File: config.mk
export PLATFORM = sky130hd
export DESIGN_NAME = o_buf_controller
export DESIGN_NICKNAME = d
export VERILOG_FILES = /design/src/rtl/o_buf_controller_pkg.sv /design/src/rtl/o_buf_controller_timing.sv /design/src/rtl/o_buf_controller.sv
export SDC_FILE = /design/constraint.sdc
export NUM_CORES = 1
export LEC_CHECK = 0
export CAP_MARGIN = 20
export CORE_MARGIN = 5
export CORE_UTILIZATION = 35
export CTS_BUF_LIST = sky130_fd_sc_hd__clkbuf_4
export CTS_CLUSTER_DIAMETER = 150
export DETAILED_ROUTE_END_ITERATION = 10
export PLACE_DENSITY = 0.55
export SLEW_MARGIN = 20
export SYNTH_ARGS = -nofsm -noshare
export SYNTH_HDL_FRONTEND = slang
export SYNTH_SLANG_ARGS = --single-unit
File: constraint.sdc
create_clock -name pclk -period 2.4 [get_ports pclk]
set_clock_uncertainty 0.05 [all_clocks]
set_input_delay 0.36 -clock pclk [delete_from_list [all_inputs] [get_ports pclk]]
set_output_delay 0.36 -clock pclk [all_outputs]
set_load 0.01 [all_outputs]
File: src/rtl/o_buf_controller_pkg.sv
`default_nettype none
// ============================================================================
// Module      : o_buf_controller_pkg
// Description : Shared video timing package. Default raster constants for the
//               640x480 mode, derived line/frame totals, sync polarity shared
//               with the input linebuffer controller, the per-pixel control
//               bundle carried down the output pipeline, and the word-to-pixel
//               unpack helper.
// Revision    : 1.0 - initial release
// ============================================================================
package o_buf_controller_pkg;

    // Default horizontal timing, in pixels
    localparam int DEF_H_ACTIVE = 640;
    localparam int DEF_H_FP     = 16;
    localparam int DEF_H_SYNC   = 96;
    localparam int DEF_H_BP     = 48;

    // Default vertical timing, in lines
    localparam int DEF_V_ACTIVE = 480;
    localparam int DEF_V_FP     = 10;
    localparam int DEF_V_SYNC   = 2;
    localparam int DEF_V_BP     = 33;

    localparam int DEF_H_TOTAL = DEF_H_ACTIVE + DEF_H_FP + DEF_H_SYNC + DEF_H_BP;
    localparam int DEF_V_TOTAL = DEF_V_ACTIVE + DEF_V_FP + DEF_V_SYNC + DEF_V_BP;

    // Both syncs are active-low; the input controller decodes the same levels.
    localparam logic SYNC_ACTIVE = 1'b0;
    localparam logic SYNC_IDLE   = 1'b1;

    localparam int PIX_W         = 8;
    localparam int BRAM_W        = 32;
    localparam int PIX_PER_WORD  = BRAM_W / PIX_W;

    // Per-pixel control travelling alongside the BRAM read so that syncs,
    // data enable and interrupts leave the block aligned with the pixel.
    typedef struct packed {
        logic       vde;    // active pixel
        logic       hsync;  // horizontal sync level
        logic       vsync;  // vertical sync level
        logic       fs;     // first cycle of vertical sync
        logic       last;   // last active pixel of an active line
        logic       bank;   // linebuffer bank this pixel is read from
        logic [1:0] sel;    // pixel position inside the 32-bit word
    } vid_ctl_t;

    localparam vid_ctl_t VID_CTL_IDLE = '{
        vde:   1'b0,
        hsync: SYNC_IDLE,
        vsync: SYNC_IDLE,
        fs:    1'b0,
        last:  1'b0,
        bank:  1'b0,
        sel:   2'b00
    };

    // Pixel 0 sits in the most significant byte, matching the packing used
    // by the input controller when it fills the framebuffer.
    function automatic logic [PIX_W-1:0] unpack_pixel(input logic [BRAM_W-1:0] word,
                                                      input logic [1:0]        sel);
        logic [PIX_W-1:0] pix;
        case (sel)
            2'd0:    pix = word[31:24];
            2'd1:    pix = word[23:16];
            2'd2:    pix = word[15:8];
            default: pix = word[7:0];
        endcase
        return pix;
    endfunction

endpackage
`default_nettype wire

File: src/rtl/o_buf_controller_timing.sv
`default_nettype none
// ============================================================================
// Module      : video_timing_gen
// Description : Raster counters and region decode for a fixed video mode.
//               Shared by the output linebuffer controller and the test
//               pattern generator. All decoded flags are combinational from
//               the registered counters (pipeline stage 0).
// Revision    : 1.0 - initial release
// Ports       :
//   pclk_i        pixel clock
//   reset_ni      asynchronous active-low reset
//   en_i          run enable; counters held at 0 while low
//   h_cnt_o       pixel counter, 0..H_TOTAL-1
//   v_cnt_o       line counter, 0..V_TOTAL-1
//   active_o      current pixel lies in the active picture
//   hsync_o       horizontal sync level for the current pixel
//   vsync_o       vertical sync level for the current pixel
//   frame_start_o first pixel of the vertical sync region
//   line_end_o    last active pixel of an active line
// ============================================================================
module video_timing_gen
    import o_buf_controller_pkg::*;
#(
    parameter int H_ACTIVE = DEF_H_ACTIVE,
    parameter int H_FP     = DEF_H_FP,
    parameter int H_SYNC   = DEF_H_SYNC,
    parameter int H_BP     = DEF_H_BP,
    parameter int V_ACTIVE = DEF_V_ACTIVE,
    parameter int V_FP     = DEF_V_FP,
    parameter int V_SYNC   = DEF_V_SYNC,
    parameter int V_BP     = DEF_V_BP,
    parameter int H_CNT_W  = $clog2(H_ACTIVE + H_FP + H_SYNC + H_BP),
    parameter int V_CNT_W  = $clog2(V_ACTIVE + V_FP + V_SYNC + V_BP)
) (
    input  logic               pclk_i,
    input  logic               reset_ni,
    input  logic               en_i,
    output logic [H_CNT_W-1:0] h_cnt_o,
    output logic [V_CNT_W-1:0] v_cnt_o,
    output logic               active_o,
    output logic               hsync_o,
    output logic               vsync_o,
    output logic               frame_start_o,
    output logic               line_end_o
);

    localparam int H_TOTAL = H_ACTIVE + H_FP + H_SYNC + H_BP;
    localparam int V_TOTAL = V_ACTIVE + V_FP + V_SYNC + V_BP;

    localparam logic [H_CNT_W-1:0] H_LAST     = H_CNT_W'(H_TOTAL - 1);
    localparam logic [H_CNT_W-1:0] H_ACT_END  = H_CNT_W'(H_ACTIVE);
    localparam logic [H_CNT_W-1:0] H_ACT_LAST = H_CNT_W'(H_ACTIVE - 1);
    localparam logic [H_CNT_W-1:0] HS_START   = H_CNT_W'(H_ACTIVE + H_FP);
    localparam logic [H_CNT_W-1:0] HS_END     = H_CNT_W'(H_ACTIVE + H_FP + H_SYNC);

    localparam logic [V_CNT_W-1:0] V_LAST     = V_CNT_W'(V_TOTAL - 1);
    localparam logic [V_CNT_W-1:0] V_ACT_END  = V_CNT_W'(V_ACTIVE);
    localparam logic [V_CNT_W-1:0] VS_START   = V_CNT_W'(V_ACTIVE + V_FP);
    localparam logic [V_CNT_W-1:0] VS_END     = V_CNT_W'(V_ACTIVE + V_FP + V_SYNC);

    logic [H_CNT_W-1:0] h_cnt_q, h_cnt_d;
    logic [V_CNT_W-1:0] v_cnt_q, v_cnt_d;
    logic               w_h_last;
    logic               w_v_last;
    logic               w_v_active;
    logic               w_in_hs;
    logic               w_in_vs;

    assign w_h_last = (h_cnt_q == H_LAST);
    assign w_v_last = (v_cnt_q == V_LAST);

    always_comb begin
        h_cnt_d = h_cnt_q;
        v_cnt_d = v_cnt_q;
        if (!en_i) begin
            h_cnt_d = '0;
            v_cnt_d = '0;
        end else if (w_h_last) begin
            h_cnt_d = '0;
            v_cnt_d = w_v_last ? '0 : v_cnt_q + 1'b1;
        end else begin
            h_cnt_d = h_cnt_q + 1'b1;
        end
    end

    always_ff @(posedge pclk_i or negedge reset_ni) begin
        if (!reset_ni) begin
            h_cnt_q <= '0;
            v_cnt_q <= '0;
        end else begin
            h_cnt_q <= h_cnt_d;
            v_cnt_q <= v_cnt_d;
        end
    end

    assign w_v_active = (v_cnt_q < V_ACT_END);
    assign w_in_hs    = (h_cnt_q >= HS_START) && (h_cnt_q < HS_END);
    assign w_in_vs    = (v_cnt_q >= VS_START) && (v_cnt_q < VS_END);

    assign h_cnt_o       = h_cnt_q;
    assign v_cnt_o       = v_cnt_q;
    assign active_o      = (h_cnt_q < H_ACT_END) && w_v_active;
    // hsync keeps running through vertical blanking
    assign hsync_o       = w_in_hs ? SYNC_ACTIVE : SYNC_IDLE;
    assign vsync_o       = w_in_vs ? SYNC_ACTIVE : SYNC_IDLE;
    assign frame_start_o = (v_cnt_q == VS_START) && (h_cnt_q == '0);
    assign line_end_o    = (h_cnt_q == H_ACT_LAST) && w_v_active;

endmodule
`default_nettype wire

File: src/rtl/o_buf_controller.sv
`default_nettype none
// ============================================================================
// Module      : o_buf_controller
// Description : Video output linebuffer controller. Generates raster timing,
//               reads 32-bit words from a ping-pong BRAM linebuffer (one read
//               per 4 pixels) and unpacks them to one 8-bit pixel per clock.
//               Raises line_done when a bank has been fully read so software
//               can refill it from the framebuffer.
//               Pipeline: counters (t) -> re/addr (t+1) -> rd_data (t+2)
//               -> o_data/vde/hsync/vsync (t+3).
// Revision    : 1.0 - initial release
// Ports       :
//   pclk        pixel clock
//   reset_n     asynchronous active-low reset
//   en          run enable; low flushes the pipeline and restarts timing
//   re          BRAM read enable
//   addr        BRAM word address {bank, word_index}
//   rd_data     BRAM read data, valid one cycle after re
//   hsync       horizontal sync, active-low
//   vsync       vertical sync, active-low
//   vde         video data enable
//   o_data      pixel data, 0 outside active video
//   line_done   one-cycle pulse: a bank has been fully read
//   done_bank   bank released by the latest line_done
//   frame_start one-cycle pulse on the first vsync-low cycle
// ============================================================================
module o_buf_controller
    import o_buf_controller_pkg::*;
#(
    parameter int ADDRESS_WIDTH = 10,
    parameter int H_ACTIVE      = DEF_H_ACTIVE,
    parameter int H_FP          = DEF_H_FP,
    parameter int H_SYNC        = DEF_H_SYNC,
    parameter int H_BP          = DEF_H_BP,
    parameter int V_ACTIVE      = DEF_V_ACTIVE,
    parameter int V_FP          = DEF_V_FP,
    parameter int V_SYNC        = DEF_V_SYNC,
    parameter int V_BP          = DEF_V_BP
) (
    input  logic                     pclk,
    input  logic                     reset_n,
    input  logic                     en,
    output logic                     re,
    output logic [ADDRESS_WIDTH-1:0] addr,
    input  logic [BRAM_W-1:0]        rd_data,
    output logic                     hsync,
    output logic                     vsync,
    output logic                     vde,
    output logic [PIX_W-1:0]         o_data,
    output logic                     line_done,
    output logic                     done_bank,
    output logic                     frame_start
);

    localparam int H_TOTAL = H_ACTIVE + H_FP + H_SYNC + H_BP;
    localparam int V_TOTAL = V_ACTIVE + V_FP + V_SYNC + V_BP;
    localparam int H_CNT_W = $clog2(H_TOTAL);
    localparam int V_CNT_W = $clog2(V_TOTAL);
    localparam int IDX_W   = ADDRESS_WIDTH - 1;

    localparam logic [H_CNT_W-1:0] H_LAST = H_CNT_W'(H_TOTAL - 1);
    localparam logic [V_CNT_W-1:0] V_LAST = V_CNT_W'(V_TOTAL - 1);

    // ------------------------------------------------------------------
    // Stage 0: raster timing
    // ------------------------------------------------------------------
    logic [H_CNT_W-1:0] h_cnt;
    logic [V_CNT_W-1:0] v_cnt;
    logic               tg_active;
    logic               tg_hsync;
    logic               tg_vsync;
    logic               tg_frame_start;
    logic               tg_line_end;
    logic               frame_end;

    video_timing_gen #(
        .H_ACTIVE (H_ACTIVE),
        .H_FP     (H_FP),
        .H_SYNC   (H_SYNC),
        .H_BP     (H_BP),
        .V_ACTIVE (V_ACTIVE),
        .V_FP     (V_FP),
        .V_SYNC   (V_SYNC),
        .V_BP     (V_BP),
        .H_CNT_W  (H_CNT_W),
        .V_CNT_W  (V_CNT_W)
    ) u_timing (
        .pclk_i        (pclk),
        .reset_ni      (reset_n),
        .en_i          (en),
        .h_cnt_o       (h_cnt),
        .v_cnt_o       (v_cnt),
        .active_o      (tg_active),
        .hsync_o       (tg_hsync),
        .vsync_o       (tg_vsync),
        .frame_start_o (tg_frame_start),
        .line_end_o    (tg_line_end)
    );

    // Counters are about to wrap to (0,0) on the next edge.
    assign frame_end = (h_cnt == H_LAST) && (v_cnt == V_LAST);

    // ------------------------------------------------------------------
    // Pipeline registers
    // ------------------------------------------------------------------
    logic                     bank_q,        bank_d;
    vid_ctl_t                 s0;
    vid_ctl_t                 s1_q,          s1_d;
    logic                     re_q,          re_d;
    logic [ADDRESS_WIDTH-1:0] addr_q,        addr_d;
    vid_ctl_t                 s2_q,          s2_d;
    logic                     rvalid_q,      rvalid_d;
    logic [BRAM_W-1:0]        word_q,        word_d;
    logic [PIX_W-1:0]         o_data_q,      o_data_d;
    logic                     vde_q,         vde_d;
    logic                     hsync_q,       hsync_d;
    logic                     vsync_q,       vsync_d;
    logic                     line_done_q,   line_done_d;
    logic                     done_bank_q,   done_bank_d;
    logic                     frame_start_q, frame_start_d;

    assign s0 = '{
        vde:   tg_active,
        hsync: tg_hsync,
        vsync: tg_vsync,
        fs:    tg_frame_start,
        last:  tg_line_end,
        bank:  bank_q,
        sel:   h_cnt[1:0]
    };

    always_comb begin
        // Bank: the frame wrap reset wins over the end-of-line toggle.
        bank_d = bank_q;
        if (frame_end) begin
            bank_d = 1'b0;
        end else if (tg_line_end) begin
            bank_d = ~bank_q;
        end

        // Stage 1: issue one BRAM read at the first pixel of each word.
        s1_d   = s0;
        re_d   = s0.vde && (s0.sel == 2'b00);
        addr_d = re_d ? {bank_q, IDX_W'(h_cnt >> 2)} : addr_q;

        // Stage 2: rd_data for the stage-1 read becomes valid here.
        s2_d     = s1_q;
        rvalid_d = re_q;

        // Stage 3: pixel 0 of a word is taken straight from the BRAM output
        // while the word is captured; pixels 1..3 come from the held copy.
        word_d        = rvalid_q ? rd_data : word_q;
        o_data_d      = s2_q.vde ? unpack_pixel(word_d, s2_q.sel) : '0;
        vde_d         = s2_q.vde;
        hsync_d       = s2_q.hsync;
        vsync_d       = s2_q.vsync;
        line_done_d   = s2_q.last;
        frame_start_d = s2_q.fs;
        done_bank_d   = s2_q.last ? s2_q.bank : done_bank_q;

        // Disabled: flush everything back to idle levels on this edge.
        if (!en) begin
            bank_d        = 1'b0;
            s1_d          = VID_CTL_IDLE;
            re_d          = 1'b0;
            addr_d        = '0;
            s2_d          = VID_CTL_IDLE;
            rvalid_d      = 1'b0;
            word_d        = '0;
            o_data_d      = '0;
            vde_d         = 1'b0;
            hsync_d       = SYNC_IDLE;
            vsync_d       = SYNC_IDLE;
            line_done_d   = 1'b0;
            frame_start_d = 1'b0;
            done_bank_d   = 1'b0;
        end
    end

    always_ff @(posedge pclk or negedge reset_n) begin
        if (!reset_n) begin
            bank_q        <= 1'b0;
            s1_q          <= VID_CTL_IDLE;
            re_q          <= 1'b0;
            addr_q        <= '0;
            s2_q          <= VID_CTL_IDLE;
            rvalid_q      <= 1'b0;
            word_q        <= '0;
            o_data_q      <= '0;
            vde_q         <= 1'b0;
            hsync_q       <= SYNC_IDLE;
            vsync_q       <= SYNC_IDLE;
            line_done_q   <= 1'b0;
            done_bank_q   <= 1'b0;
            frame_start_q <= 1'b0;
        end else begin
            bank_q        <= bank_d;
            s1_q          <= s1_d;
            re_q          <= re_d;
            addr_q        <= addr_d;
            s2_q          <= s2_d;
            rvalid_q      <= rvalid_d;
            word_q        <= word_d;
            o_data_q      <= o_data_d;
            vde_q         <= vde_d;
            hsync_q       <= hsync_d;
            vsync_q       <= vsync_d;
            line_done_q   <= line_done_d;
            done_bank_q   <= done_bank_d;
            frame_start_q <= frame_start_d;
        end
    end

    assign re          = re_q;
    assign addr        = addr_q;
    assign o_data      = o_data_q;
    assign vde         = vde_q;
    assign hsync       = hsync_q;
    assign vsync       = vsync_q;
    assign line_done   = line_done_q;
    assign done_bank   = done_bank_q;
    assign frame_start = frame_start_q;

endmodule
`default_nettype wire
==> flow_summary.ini <==
[floorplanning]
fp-row-count = 40
coreArea_sq_um = 12100
initial_core_util = 0.360
die_y_microns = 121
die_w_microns = 121
ioPinCount = 60
design.die.area_sq_um = 14700

[power]
p_sw_frac = 0.256
p_switching_mw = 0.731
seqPwrFrac = 0.582
vdd_ir_drop_max_v = 0.000206
power_mw = 2.85
p_leak_nw = 2.22
clock_power_share = 0.303
pwr-share-comb = 0.114
p_int_mw = 2.12
power_density_nw_per_um2 = 536

[finish]
fin_area_sq_um = 5330
diodes = 0
regArea_sq_um = 2360
fin_cells = 604
areaGrowthSynthToFinish_pct = 22.8
fill_cells = 1140
multi_input_area_sq_um = 1840
layout.nets = 470
drive_above_1_share = 0.144
fin_util = 0.442

[synth]
synth_edf_count = 0
ys_ff_latch = 94
synth.avg_cell_area_sq_um = 11.8
synth-adder-area-share = 0.0115
synthCells = 368
yosys_warnings = 0
synthMuxAreaShare = 0.182
synthesis.area_sq_um = 4340
synthArstFlopShare = 1.00
synth-seq-area-share = 0.544
synth_compound_area_frac = 0.0600
synth_top_family_by_area = multiplexers
synth_cell_types = 46
synth-xor-area-share = 0.0121
syn_nets = 407
synthFlopType = dfrtp_1
synth-simple-area-share = 0.157

[setup_path]
critical_path_arrival_ns = 2.57
worst_r2r_path_depth = 5
crit_end = u_timing.v_cnt_o[4]
cp-end-kind = flop
setup.worst_path.start_class = flop
critPathMaxFanout = 7
path_class = flop to flop
rrSetupSlack_ns = 0.16
r2r_start = u_timing.h_cnt_o[0]
startpoint = u_timing.h_cnt_o[0]
rr_endpoint = u_timing.v_cnt_o[4]
required_ns = 2.73

[detailed_routing]
vias_per_cell = 4.93
wl_per_cell_microns = 16.2
postRouteWirelength_microns = 9800
antenna_left = 0
drc = 0
drtPass1Iterations = 4
detailroute.via_count = 2978
dr.first_iter.drc_count = 209

[global_route]
antenna_found_initial = 0
gr-usage-all-layers = 0.139
grt_pass1_wl_microns = 16200
grt_pass1_vias = 3158
grt_max_degree = 48
globalRoute.totalOverflow = 0

[job]
maxCapViolCount = 0

[clock_tree]
clock_latency_ns = 0.45
cts_tree = yes
numClockSinks = 94
cts_root_buffer = clkbuf_4
cts_setup_buffers = 0
h-tree-depth = 3
clk_pin_slew_ns = 0.15
cts_buffers = 9
clock_path_buffers = 2

[placed_design]
gp_congestion = 0.794
dp_hpwl_microns = 6770
io_buffers = 58
post_dp_cell_area_sq_um = 5180
place_inst = 587
pre_cts_ws_ns = 0.170

[sta]
max_slew_margin = 0.392
rsz0062_at_grt = no
finalSetupTns_ns = 0
final.period_utilization = 0.934
worst_slew_pin_slew_ns = 0.908
setup_viol = 0
hold_slack_ns = 0.399
layout_min_cycle_time_ns = 2.24
hold_viol = 0
slew_viol_final = 0
fmax_mhz = 446
fin_ws_ns = 0.158

[min_path]
min_path_type = input pin to async pin

[status]
status = finished, final reports clean
==> logic make-up (layout without fill, tap and decap cells) <==
logic type,Yosys count,in the layout
other,1,1
adder cells (fa/ha/maj),4,4
buffers and inverters,33,101
AO/OA/AOI/OAI,38,38
AND/OR/NAND/NOR,133,133
multiplexers,59,59
flip-flops,94,94
XOR/XNOR,6,6
==> power by group through the flow <==
stage	logic [mW]	registers, mW	clock network, mW
global route	0.362	1.67	0.972
floorplan	0.172	1.68	0
finish	0.326	1.66	0.866
global placement	0.328	1.69	0
detailed placement	0.330	1.69	0
CTS	0.334	1.66	0.910
==> routing by layer <==
| layer | vias up | global-route usage | routed length (microns) |
|---|---|---|---|
| li1 | 1433 | - | - |
| met1 | 1465 | 0.192 | 4670 |
| met2 | 70 | 0.216 | 4550 |
| met3 | 10 | 0.0266 | 442 |
| met4 | 0 | 0.0560 | 134 |
| met5 | - | 0 | 0 |
==> cell usage in the layout (no fill, tap or decap), types with 6 or more instances in the layout <==
master,Yosys,layout
buf_4,1,18
mux4_2,16,16
nand2b_1,7,7
mux2i_1,43,43
clkdlybuf4s50_1,0,57
dfrtp_1,88,87
a21oi_1,10,10
o21ai_0,8,8
nor2_1,56,56
nand2_1,15,15
a22o_1,9,9
and2_1,13,13
nand3_1,12,12
dfstp_2,6,6
clkbuf_4,0,10
inv_1,7,7
==> synth_stat cells (2+ instances only) <==
| master | instances | area share |
|---|---|---|
| dfrtp_1 | 88 | 0.51 |
| nor2_1 | 56 | 0.048 |
| mux2i_1 | 43 | 0.099 |
| mux4_2 | 16 | 0.083 |
| nand2_1 | 15 | 0.013 |
| and2_1 | 13 | 0.019 |
| nand3_1 | 12 | 0.014 |
| clkbuf_1 | 11 | 0.0095 |
| a21oi_1 | 10 | 0.012 |
| a22o_1 | 9 | 0.018 |
| buf_1 | 8 | 0.0069 |
| o21ai_0 | 8 | 0.0092 |
| inv_1 | 7 | 0.0061 |
| nand2b_1 | 7 | 0.010 |
| dfstp_2 | 6 | 0.036 |
| buf_2 | 5 | 0.0058 |
| ha_1 | 4 | 0.012 |
| nor3_1 | 4 | 0.0046 |
| xor2_1 | 4 | 0.0081 |
| a31oi_1 | 3 | 0.0043 |
| and3_1 | 3 | 0.0043 |
| and4_1 | 3 | 0.0061 |
| nand4_1 | 3 | 0.0043 |
| or3_1 | 3 | 0.0043 |
| nand4b_1 | 2 | 0.0040 |
| nor4_1 | 2 | 0.0029 |
| nor4bb_1 | 2 | 0.0046 |
| o32ai_1 | 2 | 0.0040 |
| xnor2_1 | 2 | 0.0040 |
==> worst max-delay path, stage by stage, from the launching register on <==
cell,delay (ns)
dfrtp_1,0.44
ha_2,0.24
nand4_2,0.17
or4_4,0.59
or4b_1,0.52
a21oi_1,0.16
==> what timing repair did <==
item,CTS,global route
setup endpoints to repair,0,1
resized for setup,0,1
hold endpoints to repair,45,0
hold buffers,1,0
==> final cells by class <==
| type | count | area share |
|---|---|---|
| multi-input combinational | 241 | 0.345 |
| sequential | 94 | 0.443 |
| clock inverter | 6 | 0.0113 |
| clock buffer | 10 | 0.0141 |
| inverter | 7 | 0.00493 |
| timing repair buffer | 78 | 0.142 |
| tap | 168 | 0.0395 |
==> sequential cells by signal, indices dropped and copies added, names as in the netlist, 8 cells and up <==
register and cells:
u_timing.h_cnt_o 10, s1_q 8, o_data 8, addr 9, word_q 32, s2_q 8
u_timing.v_cnt_o 10
==> worst min-delay path by stage <==
| stage | cells past startpoint | slack, ns | to |
|---|---|---|---|
| after floorplan | 0 | 0.01 | addr[0] |
| after global placement | 1 | 0.37 | u_timing.v_cnt_o[5] |
| after detailed placement | 1 | 0.37 | o_data[2] |
| after CTS | 2 | 0.40 | u_timing.v_cnt_o[9] |
| after global routing | 1 | 0.43 | vsync |
| final | 2 | 0.40 | o_data[1] |
Power figures use the tool's default switching activity.
